===== config.mk =====
export PLATFORM = sky130hd
export DESIGN_NAME = mem_access_unit_flat
export DESIGN_NICKNAME = d
export VERILOG_FILES = /design/src/rtl/mem_access_unit_if.sv /design/src/rtl/mem_access_unit.sv /design/src/flat_wrapper.sv
export SDC_FILE = /design/constraint.sdc
export NUM_CORES = 1
export LEC_CHECK = 0
export ABC_AREA = 1
export CAP_MARGIN = 30
export CORE_UTILIZATION = 35
export DETAILED_ROUTE_END_ITERATION = 8
export PLACE_DENSITY = 0.66
export SLEW_MARGIN = 25
export SYNTH_ARGS = -nofsm -noshare
export SYNTH_HDL_FRONTEND = slang
export SYNTH_SLANG_ARGS = --single-unit

===== constraint.sdc =====
create_clock -name clk -period 3.4 [get_ports clk]
set_input_delay 0.68 -clock clk [delete_from_list [all_inputs] [get_ports clk]]
set_output_delay 0.68 -clock clk [all_outputs]
set_load 0.05 [all_outputs]

===== src/rtl/mem_access_unit_if.sv =====
// Core-side request/response and RAM-side signals of mem_access_unit.
// slave  : the access unit itself.
// master : whoever drives requests and models the RAM (core + RAM, or a bench).
interface mem_access_unit_if #(
    parameter int ADDR_W = 10
);
    // core side
    logic              req;
    logic              we;
    logic [2:0]        funct3;
    logic [31:0]       addr;
    logic [31:0]       wdata;
    logic [31:0]       rdata;
    logic              ready;
    logic              busy;
    logic              err;
    // RAM side
    logic [ADDR_W-1:0] mem_addr;
    logic [31:0]       mem_wdata;
    logic [3:0]        mem_be;
    logic              mem_rden;
    logic              mem_wren;
    logic [31:0]       mem_q;

    modport slave (
        input  req, we, funct3, addr, wdata, mem_q,
        output rdata, ready, busy, err,
               mem_addr, mem_wdata, mem_be, mem_rden, mem_wren
    );

    modport master (
        output req, we, funct3, addr, wdata, mem_q,
        input  rdata, ready, busy, err,
               mem_addr, mem_wdata, mem_be, mem_rden, mem_wren
    );
endinterface


===== src/rtl/mem_access_unit.sv =====
// mem_access_unit: turns RV32I byte/half/word loads and stores into word-wide
// RAM accesses with byte enables, extends load data and pulses ready on done.
// RAM read latency RD_LAT (1..3) is absorbed by a down-counter in RD_WAIT.
// Optional macro MISALIGN_TRAP_EN: misaligned half/word accesses raise err
// and touch no RAM; without it the low address bits are forced to alignment.
// All outputs are flops; next values come from the single always_comb below.
module mem_access_unit #(
    parameter int ADDR_W = 10,
    parameter int RD_LAT = 1
) (
    input logic              clk,
    input logic              rst_n,
    mem_access_unit_if.slave bus
);
    typedef enum logic [2:0] {IDLE, RD_WAIT, RD_CAP, WR, DONE} state_t;

    state_t            state_q, state_d;
    logic [2:0]        f3_q, f3_d;
    logic [1:0]        lo_q, lo_d;          // aligned byte offset within word
    logic [1:0]        cnt_q, cnt_d;        // remaining RD_WAIT cycles
    logic [31:0]       rdata_q, rdata_d;
    logic              ready_q, ready_d;
    logic              busy_q, busy_d;
    logic              err_q, err_d;
    logic [ADDR_W-1:0] mem_addr_q, mem_addr_d;
    logic [31:0]       mem_wdata_q, mem_wdata_d;
    logic [3:0]        mem_be_q, mem_be_d;
    logic              mem_rden_q, mem_rden_d;
    logic              mem_wren_q, mem_wren_d;

    logic [1:0]        sz;
    logic              legal;
    logic [ADDR_W+1:0] a_al;
    logic [7:0]        lane_b;
    logic [15:0]       lane_h;

    // Byte address bits above the RAM window are ignored (address wraps).
    logic unused_addr_hi;
    assign unused_addr_hi = ^bus.addr[31:ADDR_W+2];

    // Next-state, datapath and registered-output computation.
    always_comb begin
        state_d     = state_q;
        f3_d        = f3_q;
        lo_d        = lo_q;
        cnt_d       = cnt_q;
        rdata_d     = rdata_q;
        mem_addr_d  = mem_addr_q;
        mem_wdata_d = mem_wdata_q;
        mem_be_d    = mem_be_q;
        ready_d     = 1'b0;
        err_d       = 1'b0;
        mem_rden_d  = 1'b0;
        mem_wren_d  = 1'b0;

        sz    = bus.funct3[1:0];
        legal = bus.we ? (bus.funct3 inside {3'b000, 3'b001, 3'b010})
                       : (bus.funct3 inside {3'b000, 3'b001, 3'b010, 3'b100, 3'b101});
`ifdef MISALIGN_TRAP_EN
        if ((sz == 2'b01 && bus.addr[0]) || (sz == 2'b10 && bus.addr[1:0] != 2'b00))
            legal = 1'b0;
`endif
        // With the trap enabled a misaligned access never uses a_al, so the
        // forced alignment is harmless in both builds.
        a_al = bus.addr[ADDR_W+1:0];
        if (sz == 2'b01) a_al[0]   = 1'b0;
        if (sz == 2'b10) a_al[1:0] = 2'b00;

        lane_b = bus.mem_q[{lo_q, 3'b000} +: 8];
        lane_h = lo_q[1] ? bus.mem_q[31:16] : bus.mem_q[15:0];

        case (state_q)
            IDLE: begin
                if (bus.req) begin
                    f3_d = bus.funct3;
                    lo_d = a_al[1:0];
                    if (!legal) begin
                        state_d = DONE;
                        ready_d = 1'b1;
                        err_d   = 1'b1;
                    end else begin
                        mem_addr_d = a_al[ADDR_W+1:2];
                        if (bus.we) begin
                            state_d    = WR;
                            mem_wren_d = 1'b1;
                            case (sz)
                                2'b00: begin
                                    mem_be_d    = 4'b0001 << a_al[1:0];
                                    mem_wdata_d = {4{bus.wdata[7:0]}};
                                end
                                2'b01: begin
                                    mem_be_d    = a_al[1] ? 4'b1100 : 4'b0011;
                                    mem_wdata_d = {2{bus.wdata[15:0]}};
                                end
                                default: begin
                                    mem_be_d    = 4'b1111;
                                    mem_wdata_d = bus.wdata;
                                end
                            endcase
                        end else begin
                            state_d    = RD_WAIT;
                            mem_rden_d = 1'b1;
                            mem_be_d   = 4'b0000;
                            cnt_d      = 2'(RD_LAT - 1);
                        end
                    end
                end
            end
            RD_WAIT: begin
                if (cnt_q == 2'd0) begin
                    state_d = RD_CAP;
                end else begin
                    cnt_d      = cnt_q - 2'd1;
                    mem_rden_d = 1'b1;
                end
            end
            RD_CAP: begin
                case (f3_q)
                    3'b000:  rdata_d = {{24{lane_b[7]}}, lane_b};
                    3'b001:  rdata_d = {{16{lane_h[15]}}, lane_h};
                    3'b100:  rdata_d = {24'd0, lane_b};
                    3'b101:  rdata_d = {16'd0, lane_h};
                    default: rdata_d = bus.mem_q;
                endcase
                state_d = DONE;
                ready_d = 1'b1;
            end
            WR: begin
                state_d = DONE;
                ready_d = 1'b1;
            end
            DONE:    state_d = IDLE;
            default: state_d = IDLE;
        endcase

        busy_d = (state_d != IDLE);
    end

    // State and output registers; reset aborts any access in flight.
    always_ff @(posedge clk or negedge rst_n) begin
        if (!rst_n) begin
            state_q     <= IDLE;
            f3_q        <= '0;
            lo_q        <= '0;
            cnt_q       <= '0;
            rdata_q     <= '0;
            ready_q     <= 1'b0;
            busy_q      <= 1'b0;
            err_q       <= 1'b0;
            mem_addr_q  <= '0;
            mem_wdata_q <= '0;
            mem_be_q    <= '0;
            mem_rden_q  <= 1'b0;
            mem_wren_q  <= 1'b0;
        end else begin
            state_q     <= state_d;
            f3_q        <= f3_d;
            lo_q        <= lo_d;
            cnt_q       <= cnt_d;
            rdata_q     <= rdata_d;
            ready_q     <= ready_d;
            busy_q      <= busy_d;
            err_q       <= err_d;
            mem_addr_q  <= mem_addr_d;
            mem_wdata_q <= mem_wdata_d;
            mem_be_q    <= mem_be_d;
            mem_rden_q  <= mem_rden_d;
            mem_wren_q  <= mem_wren_d;
        end
    end

    assign bus.rdata     = rdata_q;
    assign bus.ready     = ready_q;
    assign bus.busy      = busy_q;
    assign bus.err       = err_q;
    assign bus.mem_addr  = mem_addr_q;
    assign bus.mem_wdata = mem_wdata_q;
    assign bus.mem_be    = mem_be_q;
    assign bus.mem_rden  = mem_rden_q;
    assign bus.mem_wren  = mem_wren_q;
endmodule


===== src/flat_wrapper.sv =====
// flat-port wrapper written by rule: the top's interface ports become plain ports
module mem_access_unit_flat 
#(
    parameter int ADDR_W = 10,
    parameter int RD_LAT = 1
)
  (clk, rst_n, bus_req, bus_we, bus_funct3, bus_addr, bus_wdata, bus_mem_q, bus_rdata, bus_ready, bus_busy, bus_err, bus_mem_addr, bus_mem_wdata, bus_mem_be, bus_mem_rden, bus_mem_wren);
  mem_access_unit_if #(.ADDR_W(ADDR_W)) bus_i ();
  input logic clk;
  input logic rst_n;
  input wire logic [$bits(bus_i.req)-1:0] bus_req;
  input wire logic [$bits(bus_i.we)-1:0] bus_we;
  input wire logic [$bits(bus_i.funct3)-1:0] bus_funct3;
  input wire logic [$bits(bus_i.addr)-1:0] bus_addr;
  input wire logic [$bits(bus_i.wdata)-1:0] bus_wdata;
  input wire logic [$bits(bus_i.mem_q)-1:0] bus_mem_q;
  output wire logic [$bits(bus_i.rdata)-1:0] bus_rdata;
  output wire logic [$bits(bus_i.ready)-1:0] bus_ready;
  output wire logic [$bits(bus_i.busy)-1:0] bus_busy;
  output wire logic [$bits(bus_i.err)-1:0] bus_err;
  output wire logic [$bits(bus_i.mem_addr)-1:0] bus_mem_addr;
  output wire logic [$bits(bus_i.mem_wdata)-1:0] bus_mem_wdata;
  output wire logic [$bits(bus_i.mem_be)-1:0] bus_mem_be;
  output wire logic [$bits(bus_i.mem_rden)-1:0] bus_mem_rden;
  output wire logic [$bits(bus_i.mem_wren)-1:0] bus_mem_wren;
  assign bus_i.req = bus_req;
  assign bus_i.we = bus_we;
  assign bus_i.funct3 = bus_funct3;
  assign bus_i.addr = bus_addr;
  assign bus_i.wdata = bus_wdata;
  assign bus_i.mem_q = bus_mem_q;
  assign bus_rdata = bus_i.rdata;
  assign bus_ready = bus_i.ready;
  assign bus_busy = bus_i.busy;
  assign bus_err = bus_i.err;
  assign bus_mem_addr = bus_i.mem_addr;
  assign bus_mem_wdata = bus_i.mem_wdata;
  assign bus_mem_be = bus_i.mem_be;
  assign bus_mem_rden = bus_i.mem_rden;
  assign bus_mem_wren = bus_i.mem_wren;
  mem_access_unit #(.ADDR_W(ADDR_W), .RD_LAT(RD_LAT)) u_core (.clk(clk), .rst_n(rst_n), .bus(bus_i));
endmodule

After elaboration in Yosys (flattened, before gate mapping)
Cells that the tools add are included.
{"block": "word_totals", "register_bits": 93, "output_inout_bits": 83, "wordCells": 78}
{"block": "op_classes", "n_addsub": 1, "n_eq_ne": 16, "shift": 2, "mux": 32, "reduce_logical": 14}
{"operator": "$pmux W32 S4", "n": 1}
{"operator": "$pmux W32 S2", "n": 1}
{"operator": "$shiftx A32 B6 Y8", "n": 1}
{"operator": "$mux W16", "n": 1}
{"operator": "$mux W1", "n": 13}
{"operator": "$eq A3 B3 Y1 const B", "n": 4}
{"operator": "$mux W2", "n": 6}
{"operator": "$eq A3 B1 Y1 const B", "n": 3}
{"operator": "$eq A3 B2 Y1 const B", "n": 3}
{"operator": "$logic_not A3 Y1", "n": 3}
{"operator": "$mux W3", "n": 3}
{"operator": "$pmux W3 S3", "n": 1}
{"operator": "$mux W4", "n": 2}
{"operator": "$pmux W4 S2", "n": 1}
{"operator": "$ne A2 B2 Y1 const B", "n": 3}
{"operator": "$reduce_bool A3 Y1", "n": 2}
{"operator": "$reduce_and A5 Y1", "n": 1}
{"operator": "$reduce_bool A5 Y1", "n": 1}
{"operator": "$logic_not A2 Y1", "n": 2}
{"operator": "$pmux W1 S2", "n": 2}
{"operator": "$pmux W2 S2", "n": 1}
{"operator": "$reduce_and A4 Y1", "n": 1}
{"operator": "$shl A1 B2 Y4 const A", "n": 1}
{"operator": "$reduce_and A3 Y1", "n": 1}
{"operator": "7 further kinds", "n": 7}

Logic depth before layout (Yosys ltp)
Gate-level depths: netlist of run 1.
{"block": "depth", "depth_word": 7, "depth_mapped": 11, "ltp_nobuf": 9}

Worst setup path after synthesis of run 1
OpenSTA, ideal clock, no wires.
{"block": "synth_timing", "path_kind": "input to register", "from": "in bus_funct3[1]", "to": "reg u_core.mem_wdata_q[16], in the netlist u_core.bus.mem_wdata[16]", "setup_time_ns": 0.119, "arrival_ns": 1.528, "required_time_ns": 3.281, "slack_ns": 1.753, "stages": 8, "path_buffers": 2, "path_cell_list": "buf_2 o21ai_2 nand2_2 nor2_4 nand2_4 buf_4 nand2_1 nand2_1"}
{"block": "synth_via", "elab_chain_cells": 4, "elab_cells_between_ends": 12}
{"item": "start: declaration", "line": "flat_wrapper.sv:13", "source": "input wire logic [$bits(bus_i.funct3)-1:0] bus_funct3;"}
{"item": "$eq A3 B1 Y1, or another cell as far along", "line": "mem_access_unit.sv:57, mem_access_unit.sv:58"}
{"item": "$reduce_bool A5 Y1 or $reduce_bool A3 Y1 (tied branches)", "line": "mem_access_unit.sv:58, mem_access_unit.sv:57"}
{"item": "$mux W1", "line": "mem_access_unit.sv:57", "source": "legal = bus.we ? (bus.funct3 inside {3'b000, 3'b001, 3'b010})"}
{"item": "$reduce_and A4 Y1 (no line)"}
{"item": "end signal: assignment", "line": "mem_access_unit.sv:165", "source": "mem_wdata_q <= mem_wdata_d;"}
{"item": "end: declaration", "line": "mem_access_unit.sv:26", "source": "logic [31:0] mem_wdata_q, mem_wdata_d;"}
Parallel ways exist; a longest one is shown, timed or not.
A chain may end at the register's enable or synchronous reset.

Worst setup path in the final report of run 1
{"block": "layout_timing", "from": "in bus_funct3[0]", "to": "reg u_core.mem_wdata_q[31], in the netlist u_core.bus.mem_wdata[31]"}
Same word-level chain as after synthesis.

==> reports/qor.txt, run 1 <==
Result of the run = completed
Diode insertion count for antenna repair = 0
Critical path launch point type = input port
Area occupied by registers = 2330 um^2
Number of remaining DRC errors = 0
Biggest area consumer among synthesized cells = sky130_fd_sc_hd__dfrtp_1
Number of enable-type register cells in the synthesized netlist = 0
Synthesized instance count = 657
Cell seen most often among critical-path stages = sky130_fd_sc_hd__o21ai_2
Post-Route Skew = 0.00874 ns
Drt total wl = 13.7 mm
Max-slew violation total from the final report = 0
Proportion of register bits with asynchronous set or reset after synthesis = 100%
Number of hold violations in the final report = 0
Total half-perimeter wirelength after legalization and detailed placement = 9.86 mm
TritonRoute pass-1 iters = 4
Critical path cell sequence = clkdlybuf4s50_1 > o21ai_2 > nand2_2 > nor2_4 > nand2_4 > nand2_1 > o21ai_2
Top-area cell type share of the netlist area = 47.2%
Crit path max fanout = 60
Cell area reported after detailed placement = 6670 um^2
RSZ-0062 raised after global routing = false
Worst Setup End Kind = register
Maximum number of pins on one net before global-route repair = 61
Layout overhead on the synthesized area = 42.1%
Classification of the worst setup path = input port to register
Average routed wire per standard cell = 13.8 um
Clock tree from TritonCTS = built
Gr usage total = 19.5%
Slowest-stage cell, CP = sky130_fd_sc_hd__nand2_4
First-pass GRT wire length = 22.0 mm
Yosys warnings = 0
Full die area = 14600 um^2
Antenna viol nets, final = 0
Final setup viols = 0
Relative slew margins = 49.8%
Achievable frequency = 422 MHz
CTS resizes = 0
Initial core utilization = 35.7%
H-tree depth = 3
Signal arrival time at the worst endpoint = 2.57 ns
Count leader, synth = sky130_fd_sc_hd__nand2_1
Ratio of final minimum period to clock period = 69.6%
Final std cell area, no fill = 7010 um^2
Fraction of the yosys area taken by sequential cells = 47.2%
Summed negative setup slack over all endpoints = 0 ns
Path type of the worst min-delay path = input port to asynchronous set/reset pin
Count of boundary I/O pins = 186
Distinct cell type count of the synthesized netlist = 26
Count of filler cells inserted in the layout = 1348
Die Span X = 121 um
Clock root cell = sky130_fd_sc_hd__clkbuf_16
Area occupied by multi-input gates = 2180 um^2
CTS Buffer Depth = 2
Transition time of the tightest slew-check pin = 0.752 ns
Maximum single-stage delay on the critical path = 0.48 ns
CTS clk-pin slew, worst paths = 0.06 ns
IO Port Bufs = 165
Fraction of final layout cells sized beyond drive strength 1 = 9.12%
Total power density per cell area = 1060 nW/um^2
Total buffers and inverters traversed by the critical path = 1
Netlist area before placement = 4930 um^2
Cell types occupying the most area after synthesis = sky130_fd_sc_hd__dfrtp_1 47%, sky130_fd_sc_hd__nand2_1 21%, sky130_fd_sc_hd__nand3_1 5.2%
Starting DRC count in detailed routing = 255
Required @ worst endpoint = 3.61 ns
Die Ht = 121 um
Count of clock tree sinks = 93
Average via count per standard cell = 4.66
Total global routing overflow = 0
Final critical path time including I/O delays and setup = 2.37 ns
Insertion delay of the later-clocked pin in the worst-skew pair = 0.35 ns
Number of buffers inserted for hold repair after clock tree synthesis = 0
Leak pwr = 0.00349 uW
Number of storage elements in the synthesis netlist = 93
Vias = 4622
Maximum vdd ir drop = 619 uV
Average footprint of a synthesized cell = 7.51 um^2
Flip-flop cell with the highest count after synthesis = sky130_fd_sc_hd__dfrtp_1
Mapped Nets = 761
Number of violations of the max-capacitance limit = 0
Final Power = 7430 uW
Site row count = 43
Category of cells accounting for the largest share of critical-path delay = simple AND/OR/NAND/NOR gates
Clock buffer count from CTS = 9
Final estimated routing congestion in global placement = 0.802
Post-layout utilization of the core = 50.7%
Post-CTS setup-driven buffer insertion count = 0
Net count, final = 911
Core footprint = 13800 um^2
Most frequent cells after synthesis = 277 x sky130_fd_sc_hd__nand2_1, 93 x sky130_fd_sc_hd__dfrtp_1, 59 x sky130_fd_sc_hd__inv_1, 51 x sky130_fd_sc_hd__nand3_1, 48 x sky130_fd_sc_hd__a21oi_1
Hold slack = 0.393 ns
Number of global-route vias before repair = 4327
Number of antenna violations at the first check in global routing = 0
layer usage:
metal | routed length (um) | part of all wire, % | vias up | track usage (%)
li1 | - | - | 2349 | -
met1 | 5890 | 43 | 2115 | 24.5
met2 | 6270 | 46 | 148 | 30.8
met3 | 1390 | 10 | 10 | 7.88
met4 | 152 | 1.1 | 0 | 5.32
met5 | 0 | 0 | - | 0
worst paths after layout:
| path | startpoint | endpoint | slack [ns] | cells past startpoint |
|---|---|---|---|---|
| worst max-delay path | bus_funct3[0] | u_core.bus.mem_wdata[31]$_DFFE_PN0P_ | 1.03 | 7 |
| worst min-delay path | rst_n | u_core.bus.rdata[3]$_DFFE_PN0P_ | 0.39 | 1 |
| worst max register to register | u_core.lo_q[1]$_DFFE_PN0P_ | u_core.bus.rdata[12]$_DFFE_PN0P_ | 1.37 | 8 |
| worst min register to register | u_core.bus.mem_addr[0]$_DFFE_PN0P_ | u_core.bus.mem_addr[0]$_DFFE_PN0P_ | 0.47 | 2 |
| max in group asynchronous | rst_n | u_core.bus.mem_wdata[28]$_DFFE_PN0P_ | 2.25 | 2 |
| min in group clk | u_core.bus.mem_addr[0]$_DFFE_PN0P_ | u_core.bus.mem_addr[0]$_DFFE_PN0P_ | 0.47 | 2 |
kinds of logic after synthesis:
| logic type | Yosys count | synth area share, % |
|---|---|---|
| fa+ha+maj | 1 | 0.254 |
| flops | 93 | 47.2 |
| simple gates | 373 | 32.1 |
| buf+inv | 97 | 8.68 |
| compound gates | 93 | 11.7 |
layout make-up:
class	count	area share [%]
clock inverter	6	1.61
sequential	93	33.2
inverter	64	3.43
multi-input combinational	467	31.0
clock buffer	9	3.21
tap	180	3.21
timing repair buffer	172	24.3
report_power, final:
group	internal (uW)	total (uW)	switching (uW)
registers	1630	1950	327
logic	1410	4320	2920
clock network	716	1150	436
stage by stage:
stage	std cells	worst slack, ns
final	991	1.03
after global routing	991	0.869
after CTS	991	1.02
after detailed placement	976	0.642
after global placement	976	0.662
after floorplan	657	1.75
registers in the layout, summed over array words and instances (netlist names):
name / flops
u_core.bus.mem_wren: 1
u_core.bus.mem_wdata: 32
u_core.bus.mem_be: 4
u_core.bus.err: 1
u_core.f3_q: 3
u_core.state_q: 3
u_core.bus.ready: 1
u_core.bus.rdata: 32
u_core.bus.mem_rden: 1
u_core.lo_q: 2
u_core.bus.busy: 1
u_core.cnt_q: 2
u_core.bus.mem_addr: 10
layout by cell type (no fill, tap or decap), drive strengths merged:
cell	instances
nand4	2
clkinv	3
dfrtp	93
ha	1
clkbuf	9
nand2	281
buf	8
nand3b	1
clkdlybuf4s50	164
or2	16
inv	64
nor3	1
a21oi	48
nand3	53
bufinv	3
o21ai	43
nor2	19
o31ai	2
worst reg2reg max path, cell delays in order (launching register included):
cell and delay [ns]:
sky130_fd_sc_hd__dfrtp_1 0.61, sky130_fd_sc_hd__inv_1 0.45, sky130_fd_sc_hd__nand3_1 0.21, sky130_fd_sc_hd__nand2_1 0.08, sky130_fd_sc_hd__nand2_1 0.06, sky130_fd_sc_hd__buf_4 0.27, sky130_fd_sc_hd__nand2_1 0.10, sky130_fd_sc_hd__nand2_1 0.07
sky130_fd_sc_hd__nand2_1 0.06
No activity file was read; power rests on OpenSTA's default activity.
==> run 2, diff against run 1 <==
--- a/config.mk
+++ b/config.mk
@@ -9,7 +9,7 @@
 export CAP_MARGIN = 30
 export CORE_UTILIZATION = 35
 export DETAILED_ROUTE_END_ITERATION = 8
-export PLACE_DENSITY = 0.66
+export PLACE_DENSITY = 0.68
 export SLEW_MARGIN = 25
 export SYNTH_ARGS = -nofsm -noshare
 export SYNTH_HDL_FRONTEND = slang
==> constraint.sdc (replaced) <==
create_clock -name clk -period 1.9 [get_ports clk]
set_input_delay 0.38 -clock clk [delete_from_list [all_inputs] [get_ports clk]]
set_output_delay 0.38 -clock clk [all_outputs]
set_load 0.05 [all_outputs]
==> reports/qor.txt, run 2 (synthesis gave the netlist of run 1 again) <==
Net Sw Frac = 50.9% (+1.3 points)
Critical path cell sequence = clkdlybuf4s50_1
Antenna viol nets, final = 0 (unchanged)
Diode insertion count for antenna repair = 0 (unchanged)
Number of global-route vias before repair = 4505 (+4.1%)
Vias = 4730 (+2.3%)
Starting DRC count in detailed routing = 332 (+30%)
Slack of the critical path = 0.0333 ns (-1.00 ns)
Path type of the worst min-delay path = register to register
Relative slew margins = 65.3% (+15 points)
CTS Buffer Depth = 2 (unchanged)
Total power density per cell area = 1810 nW/um^2 (+71%)
Total buffers and inverters traversed by the critical path = 1 (unchanged)
Count of clock tree sinks = 93 (unchanged)
Ratio of final minimum period to clock period = 98.2%
R2R setup slack = 0.30 ns (-1.07 ns)
Net count, final = 933 (+2.4%)
Post-CTS setup-driven buffer insertion count = 0 (unchanged)
Share of total power in sequential cells = 26.7% (+0.4 points)
Hold Path Sink = u_core.bus.mem_addr[2]$_DFFE_PN0P_
Critical path launch point type = register
Clock power frac = 14.2% (-1.3 points)
H-tree depth = 3 (unchanged)
Site row count = 43 (unchanged)
CTS clk-pin slew, worst paths = 0.07 ns (about the same)
Achievable frequency = 536 MHz
Average routed wire per standard cell = 13.5 um (-2.1%)
Count of boundary I/O pins = 186 (unchanged)
Number of violations of the max-capacitance limit = 0 (unchanged)
Full die area = 14600 um^2 (unchanged)
First-pass GRT wire length = 22.5 mm (+2.2%)
Number of remaining DRC errors = 0 (unchanged)
Category of cells accounting for the largest share of critical-path delay = buffers and inverters
Initial core utilization = 35.7% (unchanged)
Required @ worst endpoint = 1.52 ns (-2.09 ns)
Hold slack = 0.466 ns (+0.0732 ns)
Max-slew violation total from the final report = 0 (unchanged)
Die Ht = 121 um (unchanged)
Commonest cells after routing, fill and taps aside = 277 x sky130_fd_sc_hd__nand2_1, 93 x sky130_fd_sc_hd__dfrtp_1, 83 x sky130_fd_sc_hd__clkdlybuf4s50_1
Place WS = -0.0926 ns (-0.734 ns)
Number of cells traversed by the worst register-to-register path = 8 (unchanged)
Crit path max fanout = 2 (-97%)
Critical R2R Capture = u_core.bus.rdata[0]$_DFFE_PN0P_
TritonRoute pass-1 iters = 5 (+1)
Clock buffer count from CTS = 9 (unchanged)
Maximum number of pins on one net before global-route repair = 34 (-44%)
Final setup viols = 0 (unchanged)
IO Port Bufs = 165 (unchanged)
Most common cell after layout, fill and taps aside = sky130_fd_sc_hd__nand2_1
Classification of the worst setup path = register to primary output
Total global routing overflow = 0 (unchanged)
Launch point of the worst reg-to-reg path = u_core.f3_q[0]$_DFFE_PN0P_
Die Span X = 121 um (unchanged)
Final estimated routing congestion in global placement = 0.849 (+5.9%)
Slowest-stage cell, CP = sky130_fd_sc_hd__clkdlybuf4s50_1
Number of antenna violations at the first check in global routing = 0 (unchanged)
Final critical path time including I/O delays and setup = 1.87 ns
Layout overhead on the synthesized area = 45.4%
Maximum single-stage delay on the critical path = 0.80 ns (+0.32 ns)
Internal cell power = 6380 uW (+70%)
Average via count per standard cell = 4.66 (about the same)
Clock root cell = sky130_fd_sc_hd__clkbuf_16
Core footprint = 13800 um^2 (unchanged)
Number of hold violations in the final report = 0 (unchanged)
Hold Path Origin = u_core.bus.mem_addr[2]$_DFFE_PN0P_
Sw power = 6620 uW (+80%)
Result of the run = completed
Total half-perimeter wirelength after legalization and detailed placement = 10.1 mm (+2.9%)
Number of instances on the worst hold path = 2
Signal arrival time at the worst endpoint = 1.49 ns (-1.08 ns)
Drt total wl = 13.7 mm (+0.18%)
RSZ-0062 raised after global routing = false
Worst Setup End Kind = primary output
Fraction of final layout cells sized beyond drive strength 1 = 16.7% (+7.5 points)
Gr usage total = 19.7% (+0.20 points)
Post-Route Skew = 0.00529 ns (-0.00345 ns)
Insertion delay of the later-clocked pin in the worst-skew pair = 0.34 ns (about the same)
Maximum vdd ir drop = 1020 uV (+66%)
Portion of total power attributed to combinational logic = 59.1% (+0.9 points)
Clock tree from TritonCTS = built
Leak pwr = 0.00396 uW (+14%)
Transition time of the tightest slew-check pin = 0.520 ns (-0.233 ns)
## run 2: cell count changes in the layout (fill, tap and decap cells not counted), sizes merged
cell	previous run	this run
bufinv	3	1
clkdlybuf4s50	164	83
clkbuf	9	11
dlygate4sd3	0	1
dlygate4sd2	0	14
dlymetal6s2s	0	23
buf	8	73
clkinvlp	0	1
## run 2: worst register-to-register path: stages (launching register included)
cell                      delay, ns
sky130_fd_sc_hd__dfrtp_1       0.49
sky130_fd_sc_hd__inv_1         0.16
sky130_fd_sc_hd__nand2_1       0.09
sky130_fd_sc_hd__inv_1         0.33
sky130_fd_sc_hd__nand3_1       0.12
sky130_fd_sc_hd__nand2_1       0.09
sky130_fd_sc_hd__nand2_1       0.06
sky130_fd_sc_hd__nand3_1       0.08
sky130_fd_sc_hd__nand2_1       0.06
## run 2: stage by stage
| stage | util, % | power, uW | setup TNS, ns | instance area (um^2) | instances |
|---|---|---|---|---|---|
| CTS | 51.4 | 13200 | 0 | 7110 | 1014 |
| global placement | 49.3 | 11300 | -0.524 | 6820 | 997 |
| finish | 51.9 | 13000 | 0 | 7170 | 1014 |
| floorplan | - | 8820 | 0 | 4930 | 657 |
| detailed placement | 49.3 | 11300 | -1.05 | 6820 | 997 |
| global route | 51.9 | 13900 | 0 | 7170 | 1014 |
## run 2: worst max-delay path by stage
stage,start,endpoint,slack [ns],cells past startpoint
finish,u_core.bus.rdata[28]$_DFFE_PN0P_,bus_rdata[28],0.03,1
global placement,bus_funct3[1],u_core.bus.mem_wdata[8]$_DFFE_PN0P_,-0.07,7
detailed placement,bus_funct3[0],u_core.bus.mem_wdata[11]$_DFFE_PN0P_,-0.09,7
global route,u_core.bus.rdata[28]$_DFFE_PN0P_,bus_rdata[28],0.004,1
floorplan,bus_funct3[1],u_core.bus.mem_wdata[16]$_DFFE_PN0P_,0.55,8
CTS,u_core.bus.rdata[10]$_DFFE_PN0P_,bus_rdata[10],0.0001,1
## run 2: what timing repair did
action / in CTS / in global routing
endpoints found under the setup margin: 14 / 23
pin swaps: 0 / 0
endpoints found under the hold margin: 27 / 0
resized for setup: 14 / 23
hold buffers: 1 / 0
## run 2: per-layer routing
layer / track usage [%] / up-vias / share of wire (%)
met5: 0 / - / 0
met4: 3.86 / 0 / 0.79
met3: 6.98 / 7 / 9.0
met2: 31.8 / 179 / 46
met1: 25.5 / 2152 / 44
li1: - / 2392 / -
## run 2: layout make-up
class	instances	area, um^2
clock inverter	5	60.1
sequential	93	2330
multi-input combinational	467	2180
clock buffer	11	243
tap	180	225
inverter	64	240
fill	1334	6660
timing repair buffer	194	1900
## run 2: power by group through the flow
| stage | clock [uW] | sequential (uW) | combinational, uW |
|---|---|---|---|
| after global placement | 0 | 3490 | 7770 |
| after global routing | 2000 | 3590 | 8290 |
| after CTS | 1910 | 3490 | 7760 |
| final | 1850 | 3470 | 7680 |
| after detailed placement | 0 | 3500 | 7840 |
| after floorplan | 0 | 6310 | 2520 |
